`config.mk`:
```
export PLATFORM = sky130hd
export DESIGN_NAME = ram_1port_rw_ctrl
export DESIGN_NICKNAME = d
export VERILOG_FILES = /design/src/rtl/ram_1port_rw_ctrl.sv
export SDC_FILE = /design/constraint.sdc
export NUM_CORES = 1
export LEC_CHECK = 0
export CORE_MARGIN = 2
export CORE_UTILIZATION = 35
export DETAILED_ROUTE_END_ITERATION = 6
export DONT_BUFFER_PORTS = 1
export PLACE_DENSITY_LB_ADDON = 0.12
export SLEW_MARGIN = 25
export SYNTH_ARGS = -nofsm -noshare
export SYNTH_HDL_FRONTEND = slang
export SYNTH_SLANG_ARGS = --single-unit
```
`constraint.sdc`:
```
create_clock -name sys_clk -period 5.15 [get_ports sys_clk]
set_input_delay 1.03 -clock sys_clk [delete_from_list [all_inputs] [get_ports sys_clk]]
set_output_delay 1.03 -clock sys_clk [all_outputs]
set_load 0.01 [all_outputs]
```
`src/rtl/ram_1port_rw_ctrl.sv`:
```
// Write-then-verify traffic generator for a single-port RAM: fills every address
// with a seeded ramp pattern, reads it back through a latency-matched pipeline and reports errors.
module ram_1port_rw_ctrl #(
   parameter int ADDR_WIDTH    = 5,
   parameter int DATA_WIDTH    = 8,
   parameter int RD_LATENCY    = 1,
   parameter int ERR_CNT_WIDTH = 16,
   parameter bit LOOP_EN       = 1'b0
) (
   input  logic                     sys_clk,
   input  logic                     sys_rst_n,
   input  logic                     start,
   output logic [ADDR_WIDTH-1:0]    ram_addr,
   output logic [DATA_WIDTH-1:0]    ram_wr_data,
   output logic                     ram_wr_en,
   input  logic [DATA_WIDTH-1:0]    ram_rd_data,
   output logic                     busy,
   output logic                     done,
   output logic                     err,
   output logic [ERR_CNT_WIDTH-1:0] err_cnt,
   output logic [ADDR_WIDTH-1:0]    first_err_addr,
   output logic [15:0]              pass_cnt
);

   localparam int DRAIN_W = (RD_LATENCY > 1) ? $clog2(RD_LATENCY) : 1;

   typedef enum logic [2:0] {S_IDLE, S_WRITE, S_READ, S_DRAIN, S_DONE} state_t;

   state_t                   state_q, state_d;
   logic [ADDR_WIDTH-1:0]    addr_q, addr_d;
   logic [DATA_WIDTH-1:0]    seed_q, seed_d;
   logic [DRAIN_W-1:0]       drain_q, drain_d;
   logic                     err_q, err_d;
   logic [ERR_CNT_WIDTH-1:0] err_cnt_q, err_cnt_d;
   logic [ADDR_WIDTH-1:0]    first_err_addr_q, first_err_addr_d;
   logic [15:0]              pass_cnt_q, pass_cnt_d;

   // Compare pipeline: stage 0 holds the newest read, stage RD_LATENCY-1 lines up with ram_rd_data.
   logic                  pipe_vld_q  [RD_LATENCY];
   logic                  pipe_vld_d  [RD_LATENCY];
   logic [ADDR_WIDTH-1:0] pipe_addr_q [RD_LATENCY];
   logic [ADDR_WIDTH-1:0] pipe_addr_d [RD_LATENCY];
   logic [DATA_WIDTH-1:0] pipe_exp_q  [RD_LATENCY];
   logic [DATA_WIDTH-1:0] pipe_exp_d  [RD_LATENCY];

   function automatic logic [DATA_WIDTH-1:0] pattern(input logic [ADDR_WIDTH-1:0] a,
                                                     input logic [DATA_WIDTH-1:0] s);
      logic [ADDR_WIDTH+DATA_WIDTH-1:0] ext;
      ext = {{DATA_WIDTH{1'b0}}, a};
      return ext[DATA_WIDTH-1:0] + s;
   endfunction

   always_comb begin
      // NOTE: every signal gets its hold value first so no path through the case infers a latch.
      state_d          = state_q;
      addr_d           = addr_q;
      seed_d           = seed_q;
      drain_d          = drain_q;
      err_d            = err_q;
      err_cnt_d        = err_cnt_q;
      first_err_addr_d = first_err_addr_q;
      pass_cnt_d       = pass_cnt_q;

      pipe_vld_d[0]  = (state_q == S_READ);
      pipe_addr_d[0] = addr_q;
      pipe_exp_d[0]  = pattern(addr_q, seed_q);
      for (int i = 1; i < RD_LATENCY; i++) begin
         pipe_vld_d[i]  = pipe_vld_q[i-1];
         pipe_addr_d[i] = pipe_addr_q[i-1];
         pipe_exp_d[i]  = pipe_exp_q[i-1];
      end

      if (pipe_vld_q[RD_LATENCY-1] && (ram_rd_data != pipe_exp_q[RD_LATENCY-1])) begin
         err_d = 1'b1;
         if (err_cnt_q != '1) err_cnt_d = err_cnt_q + 1'b1;
         if (!err_q) first_err_addr_d = pipe_addr_q[RD_LATENCY-1];
      end

      unique case (state_q)
         S_IDLE: begin
            if (start) begin
               state_d          = S_WRITE;
               addr_d           = '0;
               seed_d           = '0;
               err_d            = 1'b0;
               err_cnt_d        = '0;
               first_err_addr_d = '0;
            end
         end
         S_WRITE: begin
            addr_d = addr_q + 1'b1;
            if (addr_q == '1) state_d = S_READ;
         end
         S_READ: begin
            addr_d = addr_q + 1'b1;
            if (addr_q == '1) begin
               state_d = S_DRAIN;
               drain_d = '0;
            end
         end
         S_DRAIN: begin
            drain_d = drain_q + 1'b1;
            if (drain_q == DRAIN_W'(RD_LATENCY - 1)) state_d = S_DONE;
         end
         S_DONE: begin
            pass_cnt_d = pass_cnt_q + 16'd1;
            seed_d     = seed_q + 1'b1;
            state_d    = (LOOP_EN && start) ? S_WRITE : S_IDLE;
         end
         default: state_d = S_IDLE;
      endcase
   end

   always_ff @(posedge sys_clk or negedge sys_rst_n) begin
      if (!sys_rst_n) begin
         state_q          <= S_IDLE;
         addr_q           <= '0;
         seed_q           <= '0;
         drain_q          <= '0;
         err_q            <= 1'b0;
         err_cnt_q        <= '0;
         first_err_addr_q <= '0;
         pass_cnt_q       <= '0;
         // NOTE: the pipeline is reset because a stale valid bit after reset would raise a false error.
         for (int i = 0; i < RD_LATENCY; i++) begin
            pipe_vld_q[i]  <= 1'b0;
            pipe_addr_q[i] <= '0;
            pipe_exp_q[i]  <= '0;
         end
      end else begin
         state_q          <= state_d;
         addr_q           <= addr_d;
         seed_q           <= seed_d;
         drain_q          <= drain_d;
         err_q            <= err_d;
         err_cnt_q        <= err_cnt_d;
         first_err_addr_q <= first_err_addr_d;
         pass_cnt_q       <= pass_cnt_d;
         for (int i = 0; i < RD_LATENCY; i++) begin
            pipe_vld_q[i]  <= pipe_vld_d[i];
            pipe_addr_q[i] <= pipe_addr_d[i];
            pipe_exp_q[i]  <= pipe_exp_d[i];
         end
      end
   end

   assign ram_addr       = addr_q;
   assign ram_wr_en      = (state_q == S_WRITE);
   assign ram_wr_data    = (state_q == S_WRITE) ? pattern(addr_q, seed_q) : '0;
   assign busy           = (state_q != S_IDLE);
   assign done           = (state_q == S_DONE);
   assign err            = err_q;
   assign err_cnt        = err_cnt_q;
   assign first_err_addr = first_err_addr_q;
   assign pass_cnt       = pass_cnt_q;

endmodule
```
==> impl_metrics.env, run 1 <==
export IMPL_outcome="completed"
export IMPL_netlist_area_mm2=0.00359
export IMPL_synth_xor_area_share=0.0682
export IMPL_antenna_left=0
export IMPL_regArea_mm2=0.00173
export IMPL_synth_top_flop_cell="dfrtp_1"
export IMPL_vias_per_cell=5.38
export IMPL_drv_slew=0
export IMPL_multiInputGateArea_mm2=0.00176
export IMPL_crit_cells=8
export IMPL_fillers=986
export IMPL_fp_dieW_um=105
export IMPL_layout_common_cells="dfrtp_1, nand2_1, nor2_1, xnor2_1"
export IMPL_synth_seq_cells=69
export IMPL_cp_arrival_ns=2.52
export IMPL_holdBufCountCts=0
export IMPL_grt_pass1_wl_um=13900
export IMPL_timing_critical_path_from="ram_addr[0]$_DFFE_PN0P_"
export IMPL_final_common_cell="dfrtp_1"
export IMPL_grt_pass1_vias=2581
export IMPL_cts_setup_buffers=0
export IMPL_cts_max_level=3
export IMPL_reg2reg_from="state_q[1]$_DFFE_PN0P_"
export IMPL_finalNetCount=384
export IMPL_antennaDiodeCount=0
export IMPL_crit_required_ns=4.12
export IMPL_clock_sinks=69
export IMPL_drc_errors=0
export IMPL_clk_latency_ns=0.34
export IMPL_area_growth_pct=8.67
export IMPL_grt_antenna_before_repair=0
export IMPL_cts_root_buf="clkbuf_8"
export IMPL_yosysUniqueCellTypes=52
export IMPL_grt_max_degree=70
export IMPL_cp_top_family="compound AO/OA/AOI/OAI gates"
export IMPL_ir_drop_mv=0.233
export IMPL_p_leak_uw=0.00171
export IMPL_synth_largest_area_cell="dfrtp_1"
export IMPL_dieHeight_um=105
export IMPL_gp_congestion=0.798
export IMPL_crit_chain="ha_1 -> inv_1 -> fa_1 -> nor2b_1 -> o21ai_0 -> a21boi_0 -> o21ai_0 -> mux2i_1"
export IMPL_place_inst=484
export IMPL_dieArea_mm2=0.0111
export IMPL_max_cap_violations=0
export IMPL_ys_seq_area_frac=0.481
export IMPL_avgRoutedWirePerCell_um=17.0
export IMPL_drt_iter0_drc=91
export IMPL_grt_total_usage=0.159
export IMPL_period_share=0.688
export IMPL_async_flop_share=1.00
export IMPL_synth_top_family_by_area="simple AND/OR/NAND/NOR gates"
export IMPL_powerDensity_mw_per_mm2=461
export IMPL_synth_warnings=0
export IMPL_synth_nets=388
export IMPL_wl_um=8480
export IMPL_synth_simple_gate_area_share=0.214
export IMPL_portBuffers=0
export IMPL_cts_resized=0
export IMPL_postSynthCellCount=366
export IMPL_path_clk_slew_ns=0.08
export IMPL_hold_class="input pin to async pin"
export IMPL_grt_ovfl_total=0
export IMPL_crit_type="register to output port"
export IMPL_layoutNonFillerInstCount=500
export IMPL_synth_area_per_cell_um2=9.82
export IMPL_drt_first_pass_iters=4
export IMPL_critPathSlowestCell="dfrtp_1"
export IMPL_tightestPinTransition_ns=0.803
export IMPL_finalHoldViolations=0
export IMPL_setup_viol=0
export IMPL_maxSlewHeadroom=0.461
export IMPL_critical_path_buf_inv_count=1
export IMPL_clock_skew_ns=0.0132
export IMPL_worstPathMaxFanout=7
export IMPL_vias=2692
export IMPL_cp_start_kind="register"
export IMPL_initial_core_util=0.364
export IMPL_synth_mux_area_frac=0.0313
export IMPL_min_period_ns=3.55
export IMPL_end_kind="output port"
export IMPL_synth_area_top_cells="dfrtp_1, xnor2_1, nand2_1"
export IMPL_reg2reg_depth=5
export IMPL_cts_tree="done"
export IMPL_rsz0062_at_grt="false"
export IMPL_layout_drive_gt1_share=0.0736
export IMPL_rows=36
export IMPL_finalSetupTns_ns=0
export IMPL_synth_fa_ha_area_frac=0.0404
export IMPL_post_dp_hpwl_um=5940
export IMPL_critPathMaxStageDelay_ns=0.49
export IMPL_cts_buffers=9
export IMPL_crit_top_cell="o21ai_0"
export IMPL_core_area_mm2=0.00986
export IMPL_ioPinCount=65
export IMPL_synth_edf_count=0
export IMPL_synth_compound_area_frac=0.135
export IMPL_fmax_mhz=282
export IMPL_clock_path_buffers=2
export IMPL_yosysTopAreaCellShare=0.481
## power breakdown
group / total, µW / switching [µW] / internal (µW)
clock network: 466 / 215 / 251
logic: 504 / 287 / 217
registers: 831 / 170 / 661
## final cells by class
class	count	share of cell area
Tap cell	133	0.0426
Multi-Input combinational cell	271	0.450
Sequential cell	69	0.442
Clock buffer	11	0.0388
Clock inverter	5	0.0147
Timing Repair Buffer	1	0.00192
Inverter	10	0.00993
## routing by layer
layer  wire (µm)  share of wire  up-vias  GRT usage
met2        3940           0.46       73      0.241
met3         500          0.059        7     0.0544
met1        3940           0.46     1304      0.216
met4         104          0.012        0     0.0429
li1            -              -     1308          -
met5           0              0        -          0
## kinds of logic after synthesis
family	Yosys count
AND/OR/NAND/NOR	146
XOR/XNOR	28
flip-flops	69
adder cells (fa/ha/maj)	11
multiplexers	10
AO/OA/AOI/OAI	76
buffers and inverters	26
## worst paths after layout
check                                          to  slack, ns
hold / removal              err_cnt[11]$_DFF_PN0_       0.38
min in group sys_clk       state_q[2]$_DFFE_PN0P_       0.50
setup / recovery                   ram_wr_data[6]       1.60
setup reg to reg            seed_q[6]$_DFFE_PN0P_       2.81
hold reg to reg            state_q[2]$_DFFE_PN0P_       0.50
max in group asynchronous    err_cnt[9]$_DFF_PN0_       4.63
## state kept, by name (all words and copies together), names as in the netlist, 3 cells and up
name,cells
first_err_addr,5
pipe_exp_q,8
pipe_addr_q,5
err_cnt,16
seed_q,8
ram_addr,5
state_q,3
pass_cnt,16
## cell usage after synthesis, drive strengths merged (2+ instances only)
cell type,n
and4,3
nand2b,4
o22ai,2
o21ai,18
nand2,46
a31o,2
o31ai,8
nor2b,7
a21oi,18
xnor2,23
a21o,4
or4,8
ha,10
nand3,18
dfrtp,69
and2,3
clkbuf,9
mux2i,9
nand4,10
buf,7
a221oi,4
xor2,5
or3,3
nor3,6
clkinv,2
a31oi,7
a211oi,5
inv,8
and3,9
nor2,23
## stage by stage
step	hold WS, ns	total power, µW	utilization	worst slack (ns)	area, µm²
final	0.380	1800	0.396	1.60	3910
after global routing	0.346	1940	0.396	1.38	3910
after CTS	0.352	1830	0.396	1.59	3910
after detailed placement	0.497	1350	0.375	1.98	3700
after global placement	0.487	1350	0.375	2.00	3700
after floorplan	0.458	1210	-	2.28	3590
No activity file was read; power rests on OpenSTA's default activity.
==> inputs of run 2 (changes only) <==
clock period = 3.2 ns   (was 5.15 ns; I/O delays follow)
==> impl_metrics.env, run 2 (same netlist as run 1, synthesis figures left out) <==
export IMPL_clock_path_buffers=2
export IMPL_crit_chain="ha_1 -> inv_1 -> fa_1 -> nor2b_1 -> o21ai_0 -> a21boi_0 -> o21ai_1 -> mux2i_2"
export IMPL_drt_first_pass_iters=4
export IMPL_grt_ovfl_total=0
export IMPL_antennaDiodeCount=0
export IMPL_rows=36
export IMPL_regArea_mm2=0.00173
export IMPL_reg2reg_from="err_cnt[0]$_DFF_PN0_"
export IMPL_multiInputGateArea_mm2=0.00176
export IMPL_holdWs_ns=0.170
export IMPL_finalHoldViolations=0
export IMPL_clock_sinks=69
export IMPL_layout_common_cells="dfrtp_1, nand2_1, nor2_1, xnor2_1"
export IMPL_antenna_left=0
export IMPL_finalSetupTns_ns=0
export IMPL_cts_setup_buffers=0
export IMPL_vias=2713
export IMPL_clock_skew_ns=0.0104
export IMPL_tightestPinTransition_ns=0.925
export IMPL_grt_pass1_wl_um=14500
export IMPL_cts_tree="done"
export IMPL_outcome="completed"
export IMPL_p_leak_uw=0.00175
export IMPL_critPathSlowestCell="dfrtp_2"
export IMPL_hold_class="input pin to async pin"
export IMPL_avgRoutedWirePerCell_um=17.3
export IMPL_portBuffers=0
export IMPL_cts_max_level=3
export IMPL_rsz0062_at_grt="false"
export IMPL_grt_antenna_before_repair=0
export IMPL_drv_slew=0
export IMPL_critPathMaxStageDelay_ns=0.48
export IMPL_max_cap_violations=0
export IMPL_cts_buffers=9
export IMPL_grt_max_degree=70
export IMPL_end_kind="output port"
export IMPL_dieHeight_um=105
export IMPL_grt_total_usage=0.165
export IMPL_crit_required_ns=2.56
export IMPL_core_area_mm2=0.00986
export IMPL_ir_drop_mv=0.549
export IMPL_grt_pass1_vias=2737
export IMPL_maxSlewHeadroom=0.379
export IMPL_dieArea_mm2=0.0111
export IMPL_area_growth_pct=11.2
export IMPL_rrSetupSlack_ns=0.91
export IMPL_drt_iter0_drc=145
export IMPL_clk_latency_ns=0.34
export IMPL_cp_arrival_ns=2.30
export IMPL_powerDensity_mw_per_mm2=759
export IMPL_gp_congestion=0.813
export IMPL_final_common_cell="dfrtp_1"
export IMPL_cp_start_kind="register"
export IMPL_post_dp_hpwl_um=6020
export IMPL_min_period_ns=2.94
export IMPL_wl_um=8750
export IMPL_vias_per_cell=5.35
export IMPL_period_share=0.919
export IMPL_setup_viol=0
export IMPL_fmax_mhz=340
export IMPL_timing_critical_path_from="ram_addr[0]$_DFFE_PN0P_"
export IMPL_finalNetCount=391
export IMPL_path_clk_slew_ns=0.08
export IMPL_fp_dieW_um=105
export IMPL_fillers=967
export IMPL_ioPinCount=65
export IMPL_drc_errors=0
export IMPL_layout_drive_gt1_share=0.0963
export IMPL_initial_core_util=0.364
export IMPL_cp_top_family="compound AO/OA/AOI/OAI gates"
export IMPL_critical_path_buf_inv_count=1
export IMPL_final_util=0.405
export IMPL_cts_root_buf="clkbuf_8"
export IMPL_worstPathMaxFanout=7
export IMPL_crit_type="register to output port"
run 2: stage by stage:
step / instance area (µm²) / setup slack, ns / total power (µW) / instances
6_report: 4000 / 0.260 / 3040 / 507
2_1_floorplan: 3590 / 0.722 / 1940 / 366
3_3_place_gp: 3740 / 0.460 / 2220 / 490
5_1_grt: 4000 / 0.0485 / 3260 / 507
3_5_place_dp: 3740 / 0.427 / 2230 / 490
4_1_cts: 3990 / 0.0481 / 3070 / 507
run 2: repair_timing:
action | 4_1_cts | 5_1_grt
resized for setup | 0 | 3
hold buffers | 1 | 0
endpoints found under the setup margin | 0 | 1
endpoints found under the hold margin | 69 | 0
run 2: report_power, final:
group | leakage [µW] | switching, µW | internal, µW
Combinational | 0.000716 | 550 | 390
Sequential | 0.000919 | 221 | 1070
Clock | 0.000112 | 350 | 459
Total | 0.00175 | 1120 | 1910
run 2: final timing paths:
kind,end,depth (start not counted)
max in group asynchronous,ram_addr[0]$_DFFE_PN0P_,1
setup / recovery,ram_wr_data[6],8
hold reg to reg,first_err_addr[2]$_DFF_PN0_,2
setup reg to reg,err_cnt[2]$_DFF_PN0_,6
hold / removal,err_cnt[5]$_DFF_PN0_,1
min in group sys_clk,first_err_addr[2]$_DFF_PN0_,2
run 2: layout make-up:
| cell class | instances | area share |
|---|---|---|
| Timing Repair Buffer | 8 | 0.0200 |
| Inverter | 10 | 0.00970 |
| Clock inverter | 6 | 0.0216 |
| Tap cell | 133 | 0.0416 |
| Multi-Input combinational cell | 271 | 0.440 |
| Sequential cell | 69 | 0.432 |
| Clock buffer | 10 | 0.0344 |
run 2: per-layer routing:
layer,wire length [µm],GRT usage,part of all wire
met2,4110,0.258,0.47
met3,479,0.0458,0.055
met1,4080,0.219,0.47
met4,85,0.0600,0.0097
met5,0,0,0
